## src/rtl/mem_ctrl_if.sv

```systemverilog
// Word-wide request port between the MEM pipeline stage and mem_ctrl.
//
// Handshake: the master holds mem_ce_i high with a stable request; the
// slave samples it only while idle. Completion is a single-cycle
// mem_ready_o pulse with mem_data_o valid in that same cycle. stall_o is
// mem_ce_i & ~mem_ready_o and freezes the pipeline until that pulse. The
// master may present the next request from the cycle after the pulse.
interface mem_ctrl_if;
    logic        mem_ce_i;
    logic        mem_we_i;
    logic [31:0] mem_addr_i;
    logic [3:0]  mem_sel_i;
    logic [31:0] mem_data_i;
    logic [31:0] mem_data_o;
    logic        mem_ready_o;
    logic        stall_o;

    modport master (
        output mem_ce_i, mem_we_i, mem_addr_i, mem_sel_i, mem_data_i,
        input  mem_data_o, mem_ready_o, stall_o
    );

    modport slave (
        input  mem_ce_i, mem_we_i, mem_addr_i, mem_sel_i, mem_data_i,
        output mem_data_o, mem_ready_o, stall_o
    );
endinterface

```

## src/rtl/mem_ctrl.sv

```systemverilog
// Serialises one word request into byte accesses on an 8-bit synchronous
// RAM (one-cycle read latency) and returns the assembled word with a
// one-cycle ready pulse. Lane k lives at byte address base+k and in word
// bits [31-8k:24-8k]; select bit 3-k enables lane k.
module mem_ctrl #(
    parameter int ADDR_WIDTH = 17
) (
    input  logic                  clk,
    input  logic                  rst,
    mem_ctrl_if.slave             bus,
    output logic [ADDR_WIDTH-1:0] ram_addr_o,
    output logic                  ram_we_o,
    output logic [7:0]            ram_data_o,
    input  logic [7:0]            ram_data_i,
    output logic [1:0]            dbg_state_o
);

    typedef enum logic [1:0] {
        IDLE  = 2'd0,
        ISSUE = 2'd1,
        DRAIN = 2'd2,
        DONE  = 2'd3
    } state_t;

    state_t                r_state;
    logic [ADDR_WIDTH-3:0] r_base_word;   // word base, low two bits implied 0
    logic [3:0]            r_sel_left;    // lanes still to be presented
    logic [1:0]            r_cur_lane;    // lane presented this cycle
    logic                  r_we;
    logic [31:0]           r_wdata;
    logic [31:0]           r_rbuf;
    logic [31:0]           r_data_o;
    logic                  r_ready;
    logic [ADDR_WIDTH-1:0] r_ram_addr;
    logic                  r_ram_we;
    logic [7:0]            r_ram_data;
    // A load lane presented last cycle returns its byte on ram_data_i now.
    logic                  r_cap_valid;
    logic [1:0]            r_cap_lane;

    logic [31:0]           w_rbuf_next;
    logic [1:0]            w_new_lane;
    logic [1:0]            w_next_lane;
    logic                  w_unused;

    // Lowest-numbered enabled lane (lane 0 = sel bit 3).
    function automatic logic [1:0] first_lane(input logic [3:0] sel);
        if (sel[3])      return 2'd0;
        else if (sel[2]) return 2'd1;
        else if (sel[1]) return 2'd2;
        else             return 2'd3;
    endfunction

    function automatic logic [3:0] lane_mask(input logic [1:0] lane);
        return 4'b1000 >> lane;
    endfunction

    function automatic logic [7:0] lane_byte(input logic [31:0] data, input logic [1:0] lane);
        case (lane)
            2'd0:    return data[31:24];
            2'd1:    return data[23:16];
            2'd2:    return data[15:8];
            default: return data[7:0];
        endcase
    endfunction

    assign w_new_lane  = first_lane(bus.mem_sel_i);
    assign w_next_lane = first_lane(r_sel_left);
    // Address bits above the RAM and the byte offset are deliberately dropped.
    assign w_unused    = ^bus.mem_addr_i;

    // Merge the returning read byte into its lane of the read buffer.
    always_comb begin
        w_rbuf_next = r_rbuf;
        if (r_cap_valid) begin
            case (r_cap_lane)
                2'd0:    w_rbuf_next[31:24] = ram_data_i;
                2'd1:    w_rbuf_next[23:16] = ram_data_i;
                2'd2:    w_rbuf_next[15:8]  = ram_data_i;
                default: w_rbuf_next[7:0]   = ram_data_i;
            endcase
        end
    end

    // Request FSM: accept in IDLE, present one lane per cycle, drain the
    // final read byte for loads, then pulse ready for one cycle.
    always_ff @(posedge clk or posedge rst) begin
        if (rst) begin
            r_state     <= IDLE;
            r_base_word <= '0;
            r_sel_left  <= '0;
            r_cur_lane  <= '0;
            r_we        <= 1'b0;
            r_wdata     <= '0;
            r_rbuf      <= '0;
            r_data_o    <= '0;
            r_ready     <= 1'b0;
            r_ram_addr  <= '0;
            r_ram_we    <= 1'b0;
            r_ram_data  <= '0;
            r_cap_valid <= 1'b0;
            r_cap_lane  <= '0;
        end else begin
            r_cap_valid <= 1'b0;
            r_ready     <= 1'b0;
            r_rbuf      <= w_rbuf_next;
            case (r_state)
                IDLE: begin
                    r_data_o <= '0;
                    if (bus.mem_ce_i) begin
                        r_base_word <= bus.mem_addr_i[ADDR_WIDTH-1:2];
                        r_we        <= bus.mem_we_i;
                        r_wdata     <= bus.mem_data_i;
                        r_rbuf      <= '0;
                        if (bus.mem_sel_i == 4'b0000) begin
                            // Nothing to access: complete on the next cycle.
                            r_sel_left <= '0;
                            r_ready    <= 1'b1;
                            r_state    <= DONE;
                        end else begin
                            r_cur_lane <= w_new_lane;
                            r_sel_left <= bus.mem_sel_i & ~lane_mask(w_new_lane);
                            r_ram_addr <= {bus.mem_addr_i[ADDR_WIDTH-1:2], w_new_lane};
                            r_ram_we   <= bus.mem_we_i;
                            if (bus.mem_we_i) begin
                                r_ram_data <= lane_byte(bus.mem_data_i, w_new_lane);
                            end
                            r_state    <= ISSUE;
                        end
                    end
                end
                ISSUE: begin
                    r_cap_valid <= ~r_we;
                    r_cap_lane  <= r_cur_lane;
                    if (r_sel_left != 4'b0000) begin
                        r_cur_lane <= w_next_lane;
                        r_sel_left <= r_sel_left & ~lane_mask(w_next_lane);
                        r_ram_addr <= {r_base_word, w_next_lane};
                        if (r_we) begin
                            r_ram_data <= lane_byte(r_wdata, w_next_lane);
                        end
                    end else begin
                        r_ram_we <= 1'b0;
                        if (r_we) begin
                            r_ready <= 1'b1;
                            r_state <= DONE;
                        end else begin
                            r_state <= DRAIN;
                        end
                    end
                end
                DRAIN: begin
                    // Last load byte arrives now; publish the complete word.
                    r_data_o <= w_rbuf_next;
                    r_ready  <= 1'b1;
                    r_state  <= DONE;
                end
                default: begin
                    r_data_o <= '0;
                    r_state  <= IDLE;
                end
            endcase
        end
    end

    assign bus.mem_data_o  = r_data_o;
    assign bus.mem_ready_o = r_ready;
    assign bus.stall_o     = bus.mem_ce_i & ~r_ready;
    assign ram_addr_o      = r_ram_addr;
    assign ram_we_o        = r_ram_we;
    assign ram_data_o      = r_ram_data;
    assign dbg_state_o     = r_state;

endmodule

```

## src/flat_wrapper.sv

```systemverilog
// flat-port wrapper written by rule: the top's interface ports become plain ports
module mem_ctrl_flat 
#(
    parameter int ADDR_WIDTH = 17
)
  (clk, rst, ram_addr_o, ram_we_o, ram_data_o, ram_data_i, dbg_state_o, bus_mem_ce_i, bus_mem_we_i, bus_mem_addr_i, bus_mem_sel_i, bus_mem_data_i, bus_mem_data_o, bus_mem_ready_o, bus_stall_o);
  mem_ctrl_if bus_i ();
  input  logic clk;
  input  logic rst;
  output logic [ADDR_WIDTH-1:0] ram_addr_o;
  output logic ram_we_o;
  output logic [7:0] ram_data_o;
  input  logic [7:0] ram_data_i;
  output logic [1:0] dbg_state_o;
  input wire logic [$bits(bus_i.mem_ce_i)-1:0] bus_mem_ce_i;
  input wire logic [$bits(bus_i.mem_we_i)-1:0] bus_mem_we_i;
  input wire logic [$bits(bus_i.mem_addr_i)-1:0] bus_mem_addr_i;
  input wire logic [$bits(bus_i.mem_sel_i)-1:0] bus_mem_sel_i;
  input wire logic [$bits(bus_i.mem_data_i)-1:0] bus_mem_data_i;
  output wire logic [$bits(bus_i.mem_data_o)-1:0] bus_mem_data_o;
  output wire logic [$bits(bus_i.mem_ready_o)-1:0] bus_mem_ready_o;
  output wire logic [$bits(bus_i.stall_o)-1:0] bus_stall_o;
  assign bus_i.mem_ce_i = bus_mem_ce_i;
  assign bus_i.mem_we_i = bus_mem_we_i;
  assign bus_i.mem_addr_i = bus_mem_addr_i;
  assign bus_i.mem_sel_i = bus_mem_sel_i;
  assign bus_i.mem_data_i = bus_mem_data_i;
  assign bus_mem_data_o = bus_i.mem_data_o;
  assign bus_mem_ready_o = bus_i.mem_ready_o;
  assign bus_stall_o = bus_i.stall_o;
  mem_ctrl #(.ADDR_WIDTH(ADDR_WIDTH)) u_core (.clk(clk), .rst(rst), .bus(bus_i), .ram_addr_o(ram_addr_o), .ram_we_o(ram_we_o), .ram_data_o(ram_data_o), .ram_data_i(ram_data_i), .dbg_state_o(dbg_state_o));
endmodule
```

## config.mk

```make
export PLATFORM = sky130hd
export DESIGN_NAME = mem_ctrl_flat
export DESIGN_NICKNAME = d
export VERILOG_FILES = /design/src/rtl/mem_ctrl_if.sv /design/src/rtl/mem_ctrl.sv /design/src/flat_wrapper.sv
export SDC_FILE = /design/constraint.sdc
export NUM_CORES = 1
export LEC_CHECK = 0
export CORE_UTILIZATION = 46
export DETAILED_ROUTE_END_ITERATION = 12
export GPL_ROUTABILITY_DRIVEN = 1
export PLACE_DENSITY = 0.81
export SLEW_MARGIN = 20
export SYNTH_ARGS = -nofsm -noshare
export SYNTH_HDL_FRONTEND = slang
export SYNTH_SLANG_ARGS = --single-unit
```

## constraint.sdc

```tcl
create_clock -name clk -period 4.1 [get_ports clk]
set_input_delay 0.41 -clock clk [delete_from_list [all_inputs] [get_ports clk]]
set_output_delay 0.41 -clock clk [all_outputs]
set_load 0.01 [all_outputs]
```

Word-level counts from Yosys, hierarchy flattened
Index checks and enable logic that the tools add are counted.

Register bits: 150. Logic and storage cells: 100. Output and inout bits: 62. Bits of input ports: 80.

Reductions and logical operators: 14. Eq/ne operators: 14. Bitwise operators: 7. Multiplexer cells: 49. Shift-type cells: 2.

Operator list (number): $mux 32 (3); $mux 8 (9); $pmux 32 s2 (1); $mux 17 (3); $pmux 8 s3 (2); $pmux 17 s2 (1); $mux 2 (10); $pmux 8 s2 (1); $mux 4 (3); $mux 1 (11); $and 4x4->4 (2); $eq 2x1->1 const B (4); $eq 2x2->1 const B (4); $logic_not 2->1 (4); $ne 2x2->1 const B (4); $not 4->4 (2); $pmux 4 s2 (1); $reduce_and 4->1 (2); $shr 4x2->4 const A (2); $pmux 2 s3 (1); $reduce_and 6->1 (1); $logic_not 4->1 (1); $ne 2x1->1 const B (2); $pmux 2 s2 (1); other kinds (9) (11).

Logic depth before layout (Yosys ltp)
Word-level depth: 9. Gate-level depth with buffers: 8. Gate-level depth less buffers: 6.

Least setup slack after synthesis
No wires, ideal clock.

Path type: register to register. Start point: register u_core.r_state[0] (netlist: u_core.dbg_state_o[0]). End point: register u_core.r_ram_data[0] (netlist: u_core.ram_data_o[0]). Setup time: 0.125 ns. Period minus slack after synthesis: 2.234 ns. Data required time: 3.975 ns. Path buffers: 0. Arrival time: 2.109 ns. Stages on the path, launching flop included: 7. Slack: 1.866 ns. Cell sequence: dfrtp_1 inv_1 ha_1 nor2b_1 a221oi_4 nor3b_4 mux2_2.

Word-level cells in the longest chain between the ends: 3. Elaborated cells on any way between the ends: 10. Classes of those cells: eq/ne: 6; mux: 1; reduce/logical: 3.

RTL lines: from (decl) (line mem_ctrl.sv:25) `state_t r_state;`; from (signal assigned) (line mem_ctrl.sv:89) `r_state <= IDLE;`; from (signal assigned) (line mem_ctrl.sv:119) `r_state <= DONE;`; from (signal assigned) (line mem_ctrl.sv:128) `r_state <= ISSUE;`; $eq 2x1->1 or $logic_not 2->1 (tied branches) (line mem_ctrl.sv:107) `case (r_state)`; $ne 2x1->1 (no line) (tied with other cells); $reduce_and 6->1 (no line); to (signal assigned) (line mem_ctrl.sv:126) `r_ram_data <= lane_byte(bus.mem_data_i, w_new_lane);`; to (signal assigned) (line mem_ctrl.sv:140) `r_ram_data <= lane_byte(r_wdata, w_next_lane);`; to (decl) (line mem_ctrl.sv:36) `logic [7:0] r_ram_data;`.

Parallel ways exist; a longest one is shown, timed or not. A chain may end at the register's enable or synchronous reset.

Final worst setup path
Start point: register u_core.r_state[1] (netlist: u_core.dbg_state_o[1]). End point: register u_core.r_ram_data[6] (netlist: u_core.ram_data_o[6]).

Same word-level chain as after synthesis.

==> impl_metrics.toml <==
[floorplanning]
die_w_um = 121.1
fp.dieH_um = 121.1
num_rows = 43
io_pins = 142
coreArea_um2 = 13880
initial_core_util = 0.4703
design.die.area_um2 = 14670

[synth]
syn_area_um2 = 6528
synth_edf_count = 0
synth_top_area_cell = "dfrtp_1"
synth_seq_cells = 148
synth_flop_cell = "dfrtp_1"
syn_nets = 753
synth_top_cell_area_share = 0.5674
syn_inst = 669
synthTopCellsByArea = "dfrtp_1 57%, nand2_1 11%, mux2i_1 7.4%"
synth.distinct_cells = 35
synthArstFlopShare = 1.000
yosysWarnings = 0
avgSynthCellArea_um2 = 9.757
ys_seq_area_frac = 0.5674

[hold_path]
min_path_type = "reg -> reg"

[detailed_routing]
drt_drc_violations_left = 0
wl_per_cell_um = 16.37
vias = 5186
viasPerCell = 5.335
drt_wl_total_mm = 15.91
dr.pass1.iters = 7
drt_iter0_markers = 441
ant_nets = 0

[clock_tree]
post_cts_buffers = 0
hold_buffers = 0
cts_tree = "done"
clk_pin_slew_worst_paths_ns = 0.07
clkLatencyLatePin_ns = 0.43
htree_levels = 4
clockBufferDepth = 2
post_cts_resized = 0
cts_made_buffers = 17
clock-sinks = 148
root_buffer = "clkbuf_16"

[timing]
fmax_mhz = 377.8
slew_headroom = 0.2896
fin_crit_ns = 2.647
min_period_over_period = 0.6456
final-hold-violation-count = 0
maxSlewViolCount = 0
worstMarginPinSlew_ns = 1.066
setup_viol = 0
rsz0062_at_grt = "no"
final.setup_skew_ns = 0.009493
fin_setup_tns_ns = 0

[layout]
diodes = 0
area_growth_pct = 30.84
fin_cells = 972
nets = 863
final_util = 0.6153
drive_gt1_frac = 0.08460
final_cell_mix = "193 x nand2_1, 148 x dfrtp_1, 124 x clkdlybuf4s50_1"
final_common_cell = "nand2_1"

[worst_setup_path]
cp-start-kind = "register"
critPathMaxFanout = 57
end_kind = "register"
critPathKind = "reg -> reg"
cp_data_required_time_ns = 4.40
crit_arrival_ns = 2.95

[placed_design]
portBuffers = 124
gp_congestion = 0.8212
dp.cells = 940
place_hpwl_mm = 10.13

[global_routing]
grt_pass1_vias = 5011
grt_pass1_wl_mm = 25.92
grt_usage = 0.2312
antenna_found_initial = 0
grt_max_degree = 149
overflow = 0

[outcome]
run_status = "complete, no violations"

[run]
drv_cap = 0

[power_and_ir_drop]
peakVddDrop_v = 0.0004466
p_leak_nw = 3.964
p_per_area_nw_per_um2 = 743.1
p_total_mw = 6.347
logic make-up (layout without fill, tap and decap cells):
family,Yosys count,count (layout),share of synthesized area
AND/OR/NAND/NOR,303,303,0.2009
multiplexers,60,60,0.09431
flip-flops,148,148,0.5674
AO/OA/AOI/OAI,106,106,0.1020
adder cells (fa/ha/maj),4,4,0.007668
buffers and inverters,48,171,0.02779
synth_stat cells, types with 2 or more instances:
library cell  number
nor3_1             4
a21oi_1           29
mux2i_1           48
o21ai_0           37
and2_1             2
o221ai_1           8
nor2b_1           12
or3_1              2
nand2_1          193
a32o_1             2
nor2_1            56
mux2_2            12
or3b_2             8
clkbuf_1          38
o31a_1             8
nand3b_1           2
dfrtp_1          148
nor3b_1            9
inv_1              4
ha_1               4
buf_1              4
nand3_1            2
o22ai_1            8
nand2b_1          11
o21bai_1           8
where the power goes:
group	internal [mW]	switching [mW]	total, mW
clock network	0.931	0.658	1.59
logic	1.11	1.28	2.38
registers	2.05	0.331	2.38
per-layer routing:
layer / vias to the layer above / GRT usage / share of wire
met4: 0 / 0.08565 / 0.015
met5: - / 0 / 0
li1: 2461 / - / -
met3: 20 / 0.05498 / 0.048
met2: 156 / 0.3550 / 0.48
met1: 2549 / 0.3181 / 0.45
state kept, by name (all words and copies together), names as in the netlist:
| register | cells |
|---|---|
| u_core.r_cur_lane | 1 |
| u_core.r_cap_valid | 1 |
| u_core.ram_addr_o | 16 |
| u_core.bus.mem_ready_o | 1 |
| u_core.r_wdata | 32 |
| u_core.r_base_word | 15 |
| u_core.r_sel_left | 4 |
| u_core.r_we | 1 |
| u_core.ram_we_o | 1 |
| u_core.dbg_state_o | 2 |
| u_core.bus.mem_data_o | 32 |
| u_core.r_rbuf | 32 |
| u_core.r_cap_lane | 2 |
| u_core.ram_data_o | 8 |
through the flow:
step	hold slack, ns	instance area, µm²	setup WS [ns]
floorplan	0.4369	6531	1.829
global placement	0.4493	7936	1.431
detailed placement	0.4539	7936	1.384
CTS	0.4686	8541	1.462
global route	0.4780	8541	1.351
finish	0.4678	8541	1.453
worst paths after layout:
| check | start | cells past startpoint | endpoint | slack [ns] |
|---|---|---|---|---|
| hold reg to reg | u_core.r_wdata[21]$_DFFE_PP0P_ | 2 | u_core.r_wdata[21]$_DFFE_PP0P_ | 0.47 |
| hold / removal | u_core.r_wdata[21]$_DFFE_PP0P_ | 2 | u_core.r_wdata[21]$_DFFE_PP0P_ | 0.47 |
| min in group asynchronous | rst | 3 | u_core.r_wdata[6]$_DFFE_PP0P_ | 0.53 |
| setup reg to reg | u_core.dbg_state_o[1]$_DFFE_PP0P_ | 6 | u_core.ram_data_o[6]$_DFFE_PP0P_ | 1.45 |
| max in group asynchronous | rst | 3 | u_core.dbg_state_o[0]$_DFFE_PP0P_ | 2.95 |
| setup / recovery | u_core.dbg_state_o[1]$_DFFE_PP0P_ | 6 | u_core.ram_data_o[6]$_DFFE_PP0P_ | 1.45 |
worst max-delay path, cell delays in order (launching register included):
cell	delay (ns)
dfrtp_1	0.43
inv_1	0.11
ha_4	0.27
buf_4	0.39
a221oi_4	0.35
nor3b_4	0.56
mux2_2	0.40
layout make-up:
| class | instances | area [µm²] |
|---|---|---|
| clock buffer | 18 | 439.2 |
| clock inverter | 14 | 165.2 |
| fill | 1145 | 5340 |
| inverter | 5 | 22.52 |
| multi-input combinational | 473 | 2656 |
| sequential | 148 | 3704 |
| tap | 180 | 225.2 |
| timing repair buffer | 134 | 1329 |
(Power assumes the default switching activity.)
